### src/rtl/redmule_pwr_ctrl.sv
// redmule_pwr_ctrl: clock-gate power controller sequencing accelerator wake, offload, idle gating and drain
module redmule_pwr_ctrl #(
  parameter int WAKE_CYCLES = 2,
  parameter int IDLE_CYCLES = 16
) (
  input  logic       clk_i,
  input  logic       rst_ni,
  input  logic       fetch_enable_i,
  input  logic       req_valid_i,
  output logic       req_ready_o,
  output logic       acc_valid_o,
  input  logic       acc_ready_i,
  input  logic       acc_busy_i,
  output logic       clk_en_o,
  output logic       busy_o,
  output logic [1:0] state_o
);
  typedef enum logic [1:0] {SLEEP = 2'd0, WAKE = 2'd1, ACTIVE = 2'd2, DRAIN = 2'd3} state_e;
  state_e     state_q, state_d;
  logic [7:0] wake_cnt_q, wake_cnt_d;
  logic [7:0] idle_cnt_q, idle_cnt_d;
  logic       idle;
  // state and counter registers; reset abandons any operation without draining
  always_ff @(posedge clk_i) begin
    if (!rst_ni) begin
      state_q    <= SLEEP;
      wake_cnt_q <= '0;
      idle_cnt_q <= '0;
    end else begin
      state_q    <= state_d;
      wake_cnt_q <= wake_cnt_d;
      idle_cnt_q <= idle_cnt_d;
    end
  end
  // next-state and counter update
  always_comb begin
    state_d    = state_q;
    wake_cnt_d = wake_cnt_q;
    idle_cnt_d = idle_cnt_q;
    idle       = !req_valid_i && !acc_busy_i;
    case (state_q)
      SLEEP: if (fetch_enable_i && req_valid_i) begin
        state_d    = WAKE;
        wake_cnt_d = 8'(WAKE_CYCLES - 1);
      end
      WAKE: begin
        if (!fetch_enable_i) state_d = SLEEP;
        else if (wake_cnt_q == 8'd0) begin
          state_d    = ACTIVE;
          idle_cnt_d = '0;
        end else wake_cnt_d = wake_cnt_q - 8'd1;
      end
      ACTIVE: begin
        if (!fetch_enable_i) state_d = DRAIN;
        else if (idle && idle_cnt_q == 8'(IDLE_CYCLES - 1)) state_d = SLEEP;
        else idle_cnt_d = idle ? idle_cnt_q + 8'd1 : 8'd0;
      end
      DRAIN: if (!acc_busy_i) state_d = SLEEP;
      default: state_d = SLEEP;
    endcase
  end
  // output decode; handshake passes through only while ACTIVE, so never with the clock gated
  always_comb begin
    clk_en_o    = state_q != SLEEP;
    busy_o      = state_q != SLEEP;
    acc_valid_o = state_q == ACTIVE ? req_valid_i : 1'b0;
    req_ready_o = state_q == ACTIVE ? acc_ready_i : 1'b0;
    state_o     = state_q;
  end
endmodule

### config.mk
export PLATFORM = sky130hd
export DESIGN_NAME = redmule_pwr_ctrl
export DESIGN_NICKNAME = d
export VERILOG_FILES = /design/src/rtl/redmule_pwr_ctrl.sv
export SDC_FILE = /design/constraint.sdc
export NUM_CORES = 1
export LEC_CHECK = 0
export ABC_AREA = 1
export ABC_CLOCK_PERIOD_IN_PS = 4180
export BUFFER_PORTS_ARGS = -buffer_cell sky130_fd_sc_hd__clkbuf_2
export CAP_MARGIN = 0
export CORE_MARGIN = 2
export CORE_UTILIZATION = 36
export DETAILED_ROUTE_END_ITERATION = 10
export PLACE_DENSITY = 0.51
export SLEW_MARGIN = 20
export SYNTH_ARGS = -nofsm -noshare
export SYNTH_HDL_FRONTEND = slang
export SYNTH_SLANG_ARGS = --single-unit
### constraint.sdc
create_clock -name clk_i -period 4.18 [get_ports clk_i]
set_clock_uncertainty 0.2 [all_clocks]
set_input_delay 0.836 -clock clk_i [delete_from_list [all_inputs] [get_ports clk_i]]
set_output_delay 0.836 -clock clk_i [all_outputs]
set_load 0.03 [all_outputs]
# --- Word-level counts from Yosys, hierarchy flattened ---
# Index checks and enable logic that the tools add are counted.
op_classes:
  n_addsub: 2
  mul: 0
  div_mod_pow: 0
  n_lt_le_gt_ge: 0
  n_eq_ne: 13
  shifts: 0
  n_mux: 19
  bitwise_logic: 0
  n_reduce_logical: 13
ops:
  columns: ["operator", "count"]
  rows:
  - ["8-bit two-way mux", 8]
  - ["8-bit one-hot mux with 2 select lines", 2]
  - ["2-bit != test, second input constant", 7]
  - ["2-bit two-way mux", 6]
  - ["8-bit by 1-bit adder with 8-bit output, second input constant", 1]
  - ["8-bit by 4-bit equality test with 1-bit output, second input constant", 1]
  - ["8-bit logical NOT", 1]
  - ["2-bit one-hot mux with 4 select lines", 1]
  - ["4-bit AND reduction", 2]
  - ["8-bit by 1-bit subtractor with 8-bit output, second input constant", 1]
  - ["3-bit != test, second input constant", 2]
  - ["2-bit nonzero test", 3]
  - ["5-bit AND reduction", 1]
  - ["2-bit equality test, second input constant", 2]
  - ["1-bit logical AND", 3]
  - ["2-bit by 1-bit equality test with 1-bit output, second input constant", 1]
  - ["1-bit logical NOT", 2]
  - ["2-bit logical NOT", 1]
  - ["1-bit two-way mux", 2]
word_totals:
  regBits: 18
  latch_bits: 0
  ramBits: 0
  mem_bits_ro: 0
  inputBits: 6
  output_inout_bits: 6
  n_memories: 0

# --- Depth between registers and ports, before layout ---
# Gate-level depths: netlist of run 1.
depth:
  ltp_word: 6
  ltp_mapped: 10
  mapped_depth_nobuf: 10

# --- Worst setup path after synthesis of run 1 ---
# Ideal clock, no wire load.
synth_timing:
  path_kind: "register to output"
  start: "register state_q[1] (netlist: state_o[1])"
  end: "output port acc_valid_o"
  arrival_ns: 1.331
  slack_ns: 1.813
  path_stages_with_launch: 5
  n_path_buf: 0
  path_cell_list: "dfxtp_1 -> inv_1 -> nor2_4 -> inv_1 -> nor2_1"
synth_via:
  elab_chain_len: 2
synth_rtl:
  columns: ["item", "line", "rtl"]
  rows:
  - ["start, declared", "19", "state_e state_q, state_d;"]
  - ["start signal, assigned", "30", "state_q <= state_d;"]
  - ["2-bit equality test", "66", "acc_valid_o = state_q == ACTIVE ? req_valid_i : 1'b0;"]
  - ["1-bit two-way mux", "66", null]
  - ["end, declared", "11", "output logic acc_valid_o,"]
# No other way between the ends.

# --- Final worst setup path of run 1 ---
# Same ends and word-level chain as after synthesis.

==> qor.tcl, run 1 <==
set qor(grt_usage_pct) 14.5
set qor(first_pass_detailed_route_iteration_total) 4
set qor(layout_common_cells) {nand2_1, nor2_1, inv_1, dfxtp_1, nand3_1}
set qor(timing.final.setup_violations) 0
set qor(number_of_diodes) 0
set qor(cts_hold_repair.buffers) 0
set qor(placer_congestion) 0.755
set qor(power_density_nw_per_um2) 483
set qor(worst_setup_path_end_kind) {output pin}
set qor(layout_cells_sized_above_1_pct) 17.9
set qor(gr-total-overflow) 0
set qor(worst_ep_arrival_time_ns) 1.40
set qor(synth.cell_area_um2) 1210
set qor(timing.hold.worst.start) {wake_cnt_q[5]}
set qor(ys_seq_area_share_pct) 29.8
set qor(number_of_buffer_cells_added_on_primary_ports) 11
set qor(worst_slew_pin_slew_ns) 0.323
set qor(layout.filler_cells) 364
set qor(cts.path.max_buffers) 2
set qor(chipHeight_um) 62.0
set qor(worst_setup_start_kind) {flop}
set qor(effective_utilization_at_floorplan_pct) 36.8
set qor(p_leak_nw) 0.605
set qor(clock_sink_total) 18
set qor(ff_latch_area_um2) 360
set qor(dpl.hpwl_um) 1860
set qor(io-pin-count) 12
set qor(min_period_ns) 2.44
set qor(area_growth_syn_to_layout_pct) 9.20
set qor(worst_setup_path_startpoint) {state_o[1]}
set qor(clock_insertion_delay_worst_skew_ns) 0.30
set qor(wire_per_inst_um) 10.3
set qor(wire_length_of_the_first_global_routing_pass_um) 4110
set qor(multi_input_combinational_cell_area_um2) 718
set qor(worst_reg2reg_path_startpoint) {idle_cnt_q[0]}
set qor(timing.final.crit_share_pct) 58.3
set qor(mappedNetlistNets) 188
set qor(tritoncts_clock_tree) {yes}
set qor(worst_ep_required_time_ns) 3.14
set qor(rr_worst_depth) 8
set qor(resize_count_post_cts) 0
set qor(count_of_yosys_warnings_during_synthesis) 0
set qor(drc) 0
set qor(setup_total_negative_slack_ns) 0
set qor(gate_count_after_technology_mapping) 179
set qor(grt_start_max_net_pins) 14
set qor(post-layout-total-power_w) 0.000638
set qor(avg_inst_size_synth_um2) 6.76
set qor(postCtsSetupBuffers) 0
set qor(hold_violations) 0
set qor(max-vdd-ir-drop_mv) 0.165
set qor(initial_antenna_violation_count) 0
set qor(fp.dieArea_um2) 3840
set qor(row_count) 21
set qor(starting_drt_drc_count) 73
set qor(route.detailed.vias_per_inst) 4.57
set qor(fmax_mhz) 410
set qor(status) {finished, final reports clean}
set qor(slew-limit-headroom_pct) 78.5
set qor(timing.max_cap.violations) 0
set qor(clkTransAtPathRegs_ns) 0.12
set qor(detailroute.via_count) 1079
set qor(worst_hold_path.num_cells) 2
set qor(chipWidth_um) 62.0
set qor(post_synth_num_cell_types) 27
set qor(grt_pass1_vias) 965
set qor(crit_type) {reg2out}
set qor(core_um2) 3280
set qor(cts_made_buffers) 3
set qor(setup_repair_after_global_routing_missed_its_margin) {false}
set qor(maximum_fanout_encountered_on_the_critical_timing_path) 5
set qor(wirelength_um) 2440
set qor(commonest_non_fill_non_tap_cell_in_the_layout) {nand2_1}
set qor(hold_path_class) {reg2reg}
set qor(synth-seq-cells) 18
set qor(fin_nets) 200
set qor(final_cell_count_no_fill) 236
set qor(route.antenna.remaining_nets) 0
set qor(slew_viol_final) 0
set qor(cts_htree_levels) 1
set qor(cts_root_buffer) {clkbuf_4}
set qor(placed_cells) 232
flip-flops by register name, indices dropped and copies added (netlist names):
| signal | cells |
|---|---|
| idle_cnt_q | 8 |
| state_o | 2 |
| wake_cnt_q | 8 |
report_power, final:
part | internal [W] | switching, W
registers | 0.000198 | 0.0000306
logic | 0.000105 | 0.000193
clock network | 0.0000531 | 0.0000579
logic make-up after synthesis:
kind of cell    count (synthesis)  share of synthesized area [%]
compound gates                 22                           11.0
xor+xnor                        2                           1.45
fa+ha+maj                       3                           3.10
buf+inv                        29                           10.9
flops                          18                           29.8
simple gates                  105                           43.8
cell usage after synthesis, drive strengths merged:
library cell	instances	area [um^2]
xor2	2	17.5
o21bai	1	18.8
nor3b	2	26.3
nor2	33	165
nor3	1	5.00
o21ai	7	35.0
nand2	48	213
buf	3	30.0
a22oi	2	15.0
a21oi	12	63.8
nand3	18	103
inv	25	93.8
nand4	3	18.8
dfxtp	18	360
clkbuf	1	7.51
ha	3	37.5
through the flow:
stage | hold slack, ns | setup slack (ns) | util, % | instance area [um^2]
2_1_floorplan | 0.251 | 1.81 | - | 1210
3_3_place_gp | 0.262 | 1.87 | 39.1 | 1280
3_5_place_dp | 0.272 | 1.85 | 39.1 | 1280
4_1_cts | 0.289 | 1.72 | 40.2 | 1320
5_1_grt | 0.321 | 1.59 | 40.2 | 1320
6_report | 0.283 | 1.74 | 40.2 | 1320
routing by layer:
metal | global-route usage [%] | part of all wire (%) | vias to the layer above
li1 | - | - | 588
met1 | 19.4 | 52 | 473
met2 | 23.1 | 43 | 16
met3 | 4.55 | 3.7 | 2
met4 | 2.74 | 0.66 | 0
met5 | 0 | 0 | -
final timing paths:
check	end	slack (ns)
max	acc_valid_o	1.74
max reg2reg	idle_cnt_q[7]	2.38
min reg2reg	wake_cnt_q[5]	0.28
min	wake_cnt_q[5]	0.28
final cells by class:
class | instances | share of cell area [%]
clock buffer | 4 | 2.75
inverter | 25 | 7.10
multi-input combinational | 132 | 54.4
sequential | 18 | 27.3
tap | 46 | 4.36
timing repair buffer | 11 | 4.17
worst max-delay path, cell delays in order (launching register included):
cell	delay (ns)
dfxtp_1	0.42
inv_1	0.13
nor2_4	0.13
inv_1	0.11
nor2_1	0.10
clkbuf_2	0.21
No activity file was read; power rests on OpenSTA's default activity.
==> run 2: changes to the inputs <==
Settings changed: ABC_AREA 1 to 0, ABC_CLOCK_PERIOD_IN_PS 4180 to 2100, PLACE_DENSITY 0.51 to 0.53.
Clock period 4.18 ns to 2.1 ns, I/O delays scaled along.
==> run 2 against run 1 <==
Compared with the run above:
- register-to-register slack worse by 2.3 ns
- first-iteration DRC count is 49% lower
- sequential power grew 72%
- worst hold slack better by 0.023 ns
- clock power rose by 97%
- critical endpoint is now idle_cnt_q[3]
- largest cell class unchanged
==> qor.tcl, run 2 <==
set qor(layout_setup_ws_ns) 0.119
set qor(maximum_fanout_encountered_on_the_critical_timing_path) 6
set qor(resize_count_post_cts) 0
set qor(clock_network_power_share_pct) 20.5
set qor(detailroute.via_count) 1046
set qor(avg_inst_size_synth_um2) 8.36
set qor(grt_pass1_vias) 991
set qor(power_density_nw_per_um2) 850
set qor(io-pin-count) 12
set qor(commonest_non_fill_non_tap_cell_in_the_layout) {dfxtp_1}
set qor(crit_type) {reg2reg}
set qor(worst_setup_start_kind) {flop}
set qor(max-vdd-ir-drop_mv) 0.561
set qor(met3RoutedLength_um) 54
set qor(starting_drt_drc_count) 37
set qor(p_leak_nw) 0.479
set qor(cp_max_stage_cell) {dfxtp_1}
set qor(fin_nets) 156
set qor(dp_worst_setup_slack_ns) 0.0347
set qor(crit_buf_inv) 0
set qor(synthTopCellsByCount) {dfxtp_1, nor2_1, nand2_1}
set qor(cts_htree_levels) 1
set qor(placer_congestion) 0.832
set qor(postCtsSetupBuffers) 0
set qor(core_um2) 2780
set qor(initial_antenna_violation_count) 0
set qor(number_of_diodes) 0
set qor(timing.max_cap.violations) 0
set qor(synth.cell_area_um2) 1070
set qor(gate_count_after_technology_mapping) 128
set qor(layout.filler_cells) 285
set qor(clkTransAtPathRegs_ns) 0.11
set qor(hold_path_class) {in2reg}
set qor(topRoutingLayerUsed) {met4}
set qor(synthArstFlopShare_pct) 0
set qor(critical_path_cell_count) 5
set qor(ys_seq_area_share_pct) 33.7
set qor(clock_insertion_delay_worst_skew_ns) 0.29
set qor(synth.top_cells.by_area) {dfxtp_1, or4_1, a31oi_1}
set qor(p_int_w) 0.000646
set qor(final_cell_area_um2) 1250
set qor(dpl.hpwl_um) 2030
set qor(worst_ep_required_time_ns) 2.12
set qor(top_ff_cell_synth) {dfxtp_1}
set qor(wire_length_of_the_first_global_routing_pass_um) 4370
set qor(post_synth_num_cell_types) 45
set qor(post_dp_cell_area_um2) 1210
set qor(layout_common_cells) {dfxtp_1, clkbuf_2, buf_4, nor2_1, nand2_1}
set qor(synth_most_common_cell) {dfxtp_1}
set qor(synth_area_leader_cell) {dfxtp_1}
set qor(synth_edf_count) 0
set qor(slew-limit-headroom_pct) 72.9
set qor(grt_usage_pct) 16.5
set qor(timing.final.crit_share_pct) 94.4
set qor(wire_per_inst_um) 14.7
set qor(cts_made_buffers) 3
set qor(cts.path.max_buffers) 2
set qor(row_count) 19
set qor(hold_violations) 0
set qor(drc) 0
set qor(clock_sink_total) 18
set qor(min_period_ns) 1.98
set qor(first_pass_detailed_route_iteration_total) 4
set qor(route.antenna.remaining_nets) 0
set qor(slew_viol_final) 0
set qor(mappedNetlistNets) 137
set qor(cp_cell_sequence) {ha_1 > nand4b_1 > o31ai_4 > nand3_2 > a2bb2oi_1}
set qor(critPathTopFamily) {compound AO/OA/AOI/OAI gates}
set qor(status) {finished, final reports clean}
set qor(setup_total_negative_slack_ns) 0
set qor(layout_cells_sized_above_1_pct) 21.9
set qor(timing.final.setup_violations) 0
set qor(combinational_power_share_pct) 42.4
set qor(chipHeight_um) 58.5
set qor(met2RoutedLength_um) 1320
set qor(wirelength_um) 2600
set qor(gr-total-overflow) 0
set qor(share_seq_of_total_power_pct) 37.1
set qor(cts_root_buffer) {clkbuf_4}
set qor(routedLengthMet1_um) 1160
set qor(chipWidth_um) 58.5
set qor(grt_start_max_net_pins) 11
set qor(worst_ep_arrival_time_ns) 2.00
set qor(fmax_mhz) 505
set qor(synth-seq-cells) 18
set qor(power_switching_share_pct) 39.4
set qor(fp.dieArea_um2) 3420
set qor(rr_worst_depth) 5
set qor(critPathMaxStageDelay_ns) 0.41
set qor(worst_setup_path_end_kind) {flop}
set qor(area_growth_syn_to_layout_pct) 17.2
set qor(cts_hold_repair.buffers) 0
set qor(worst_slew_pin_slew_ns) 0.402
set qor(tritoncts_clock_tree) {yes}
set qor(route.detailed.vias_per_inst) 5.91
set qor(effective_utilization_at_floorplan_pct) 38.5
set qor(whs_ns) 0.306
set qor(number_of_buffer_cells_added_on_primary_ports) 11
set qor(count_of_yosys_warnings_during_synthesis) 0
set qor(synth_largest_type_area_fraction_pct) 33.7
set qor(power.net_switching_w) 0.000420
set qor(worst_hold_path.num_cells) 3
[run 2: cell count changes after synthesis, moves of 6 or more]
| cell | previous run | this run |
|---|---|---|
| a21oi_1 | 11 | 4 |
| nor2_1 | 28 | 8 |
| a31oi_1 | 0 | 6 |
| or4_1 | 0 | 6 |
| nand3_1 | 17 | 6 |
| nand2_1 | 41 | 7 |
| inv_1 | 22 | 5 |
[run 2: cells by family after synthesis]
| logic type | synth area share [%] |
|---|---|
| and+or+nand+nor | 29.9 |
| AOI/OAI and AO/OA | 23.5 |
| DFF | 33.7 |
| xor gates and xnor gates | 3.27 |
| muxes | 0.936 |
| adders and majority gates | 3.51 |
| buffers and inverters | 5.15 |
[run 2: power groups by stage]
stage                     combinational (W)  sequential [W]  clock [W]
after floorplan                    0.000315        0.000422          0
after global placement             0.000441        0.000403          0
after detailed placement           0.000445        0.000402          0
after CTS                          0.000447        0.000394   0.000227
after global routing               0.000493        0.000401   0.000242
final                              0.000452        0.000395   0.000219
[run 2: cell type report]
cell class	count	area, um^2	area share, %
well taps	31	38.8	3.09
inverters	5	18.8	1.50
flip-flops and latches	18	360	28.7
multi-input cells	97	662	52.8
repair buffers	22	138	11.0
clock buffers	4	36.3	2.89
[run 2: worst register-to-register path, stage by stage (launching register included)]
cell,delay (ns)
dfxtp_1,0.41
ha_1,0.25
nand4b_1,0.24
o31ai_4,0.40
nand3_2,0.20
a2bb2oi_1,0.21
[run 2: metrics by stage]
stage	util, %	cells	power, W
5_1_grt	45.1	177	0.00114
3_3_place_gp	43.5	173	0.000844
3_5_place_dp	43.5	173	0.000848
2_1_floorplan	-	128	0.000736
4_1_cts	44.8	177	0.00107
6_report	45.1	177	0.00107
[run 2: final timing paths]
path	start	end	slack [ns]
hold reg to reg	idle_cnt_q[7]	idle_cnt_q[7]	0.31
hold / removal	rst_ni	idle_cnt_q[4]	0.31
setup / recovery	idle_cnt_q[1]	idle_cnt_q[3]	0.12
setup reg to reg	idle_cnt_q[1]	idle_cnt_q[3]	0.12
[run 2: layer usage]
layer	up-vias	GRT usage (%)
met3	12	4.18
met5	-	0
met1	490	19.4
li1	527	-
met2	17	30.0
met4	0	3.65
==> run 3: changes to the inputs <==
Settings changed: CORE_UTILIZATION 36 to 40, GPL_ROUTABILITY_DRIVEN set to 0, PLACE_DENSITY 0.53 to 0.58.
==> run 3 against run 2 <==
Compared with the run above:
- critical path depth shrank 1
- final cell count is 2.3% lower
- fmax is 2.0% lower
- non-clock buffer count down 3
- largest power group unchanged
- design area fell by 1.8%
- global-route usage fell by 0.41 points
- register-to-register slack worse by 0.04 ns
==> qor.tcl, run 3 (synthesis gave the netlist of run 2 again) <==
set qor(status) {finished, final reports clean}
set qor(dp_worst_setup_slack_ns) 0.0432
set qor(fin_nets) 153
set qor(number_of_buffer_cells_added_on_primary_ports) 11
set qor(cts_htree_levels) 1
set qor(post_dp_cell_area_um2) 1180
set qor(ff_latch_area_um2) 360
set qor(hold_path_class) {in2reg}
set qor(clkTransAtPathRegs_ns) 0.11
set qor(multi_input_combinational_cell_area_um2) 663
set qor(route.antenna.remaining_nets) 0
set qor(route.detailed.vias_per_inst) 5.94
set qor(worst_setup_start_kind) {flop}
set qor(cp_cell_sequence) {or4_1 > o21a_1 > or3_1 > a21oi_1}
set qor(p_leak_nw) 0.461
set qor(layout_common_cells) {dfxtp_1, clkbuf_2, nor2_1, buf_4, nand2_1}
set qor(hold_violations) 0
set qor(crit_buf_inv) 0
set qor(post-layout-total-power_w) 0.00105
set qor(slew_viol_final) 0
set qor(slew-limit-headroom_pct) 74.9
set qor(initial_antenna_violation_count) 0
set qor(worst_setup_path_startpoint) {wake_cnt_q[2]}
set qor(fmax_mhz) 495
set qor(chipWidth_um) 55.7
set qor(wire_per_inst_um) 14.5
set qor(crit_type) {reg2reg}
set qor(worst_slew_pin_slew_ns) 0.376
set qor(timing.max_cap.violations) 0
set qor(commonest_non_fill_non_tap_cell_in_the_layout) {dfxtp_1}
set qor(whs_ns) 0.282
set qor(rr_worst_depth) 4
set qor(power_density_nw_per_um2) 856
set qor(wirelength_um) 2510
set qor(wire_length_of_the_first_global_routing_pass_um) 4030
set qor(number_of_diodes) 0
set qor(cts.path.max_buffers) 2
set qor(crit_end) {wake_cnt_q[1]}
set qor(max-vdd-ir-drop_mv) 0.585
set qor(min_period_ns) 2.02
set qor(grt_pass1_vias) 916
set qor(cts_hold_repair.buffers) 0
set qor(chipHeight_um) 55.7
set qor(critical_path_cell_count) 4
set qor(effective_utilization_at_floorplan_pct) 42.8
set qor(timing.final.setup_violations) 0
set qor(cts_root_buffer) {clkbuf_4}
set qor(detailroute.via_count) 1027
set qor(maximum_fanout_encountered_on_the_critical_timing_path) 8
set qor(worst_ep_arrival_time_ns) 2.07
set qor(placed_cells) 168
set qor(worst_ep_required_time_ns) 2.15
set qor(fp.dieArea_um2) 3100
set qor(io-pin-count) 12
set qor(grt_start_max_net_pins) 12
set qor(area_growth_syn_to_layout_pct) 15.1
set qor(layout.filler_cells) 260
set qor(timing.final.crit_share_pct) 96.3
set qor(tritoncts_clock_tree) {yes}
set qor(first_pass_detailed_route_iteration_total) 4
set qor(row_count) 18
set qor(layout_cells_sized_above_1_pct) 20.3
set qor(clock_sink_total) 18
set qor(cts_made_buffers) 3
set qor(clock_insertion_delay_worst_skew_ns) 0.31
set qor(setup.reg_to_reg.worst_slack_ns) 0.08
set qor(final_cell_count_no_fill) 173
set qor(critPathTopFamily) {simple AND/OR/NAND/NOR gates}
set qor(core_um2) 2500
set qor(worst_setup_path_end_kind) {flop}
set qor(worst_reg2reg_path_startpoint) {wake_cnt_q[2]}
set qor(final_cell_area_um2) 1230
set qor(starting_drt_drc_count) 26
set qor(drc) 0
set qor(grt_usage_pct) 16.1
set qor(layout_setup_ws_ns) 0.0784
set qor(critPathMaxStageDelay_ns) 0.69
set qor(cp_max_stage_cell) {or4_1}
set qor(dpl.hpwl_um) 1860
set qor(r2r-end) {wake_cnt_q[1]}
set qor(gr-total-overflow) 0
## run 3: cell types whose count changed in the layout (fill, tap and decap cells not counted), sizes merged
cell / before / now
buf: 11 / 8
## run 3: worst min path at each step
| stage | slack, ns | to | startpoint | cells after the start |
|---|---|---|---|---|
| after global routing | 0.30 | idle_cnt_q[4] | rst_ni | 3 |
| after global placement | 0.28 | wake_cnt_q[7] | wake_cnt_q[7] | 2 |
| after CTS | 0.26 | idle_cnt_q[4] | rst_ni | 3 |
| after floorplan | 0.25 | idle_cnt_q[4] | idle_cnt_q[4] | 2 |
| after detailed placement | 0.29 | idle_cnt_q[4] | idle_cnt_q[4] | 2 |
| final | 0.28 | idle_cnt_q[4] | rst_ni | 3 |
## run 3: worst reg2reg max path: stages (launching register included)
cell	delay, ns
dfxtp_1	0.39
or4_1	0.69
o21a_1	0.26
or3_1	0.31
a21oi_1	0.11
## run 3: area by class of cell
cell class | count | share of cell area (%)
multi-input combinational | 97 | 53.9
sequential | 18 | 29.3
clock buffer | 4 | 2.95
inverter | 5 | 1.52
timing repair buffer | 19 | 9.35
tap | 30 | 3.05
## run 3: power by group
part	leakage [nW]	switching [W]	internal (W)	total [W]
Clock	0.0210	0.000117	0.000106	0.000223
Sequential	0.146	0.0000348	0.000369	0.000404
Combinational	0.294	0.000270	0.000158	0.000428
Total	0.461	0.000421	0.000633	0.00105
## run 3: repair_timing
| item | CTS | global route |
|---|---|---|
| setup buffers | 0 | 1 |
| resized for setup | 0 | 3 |
| setup endpoints to repair | 0 | 4 |
## run 3: through the flow
stage                     setup TNS [ns]  utilization, %
after floorplan                        0               -
after global placement                 0            47.1
after detailed placement               0            47.1
after CTS                              0            48.6
after global routing            -0.00567            49.2
final                                  0            49.2
## run 3: layer usage
layer	vias up	share of wire [%]	track usage, %
li1	522	-	-
met1	475	49	20.3
met2	24	46	25.7
met3	6	3.5	3.72
met4	0	2.2	8.01
met5	-	0	0
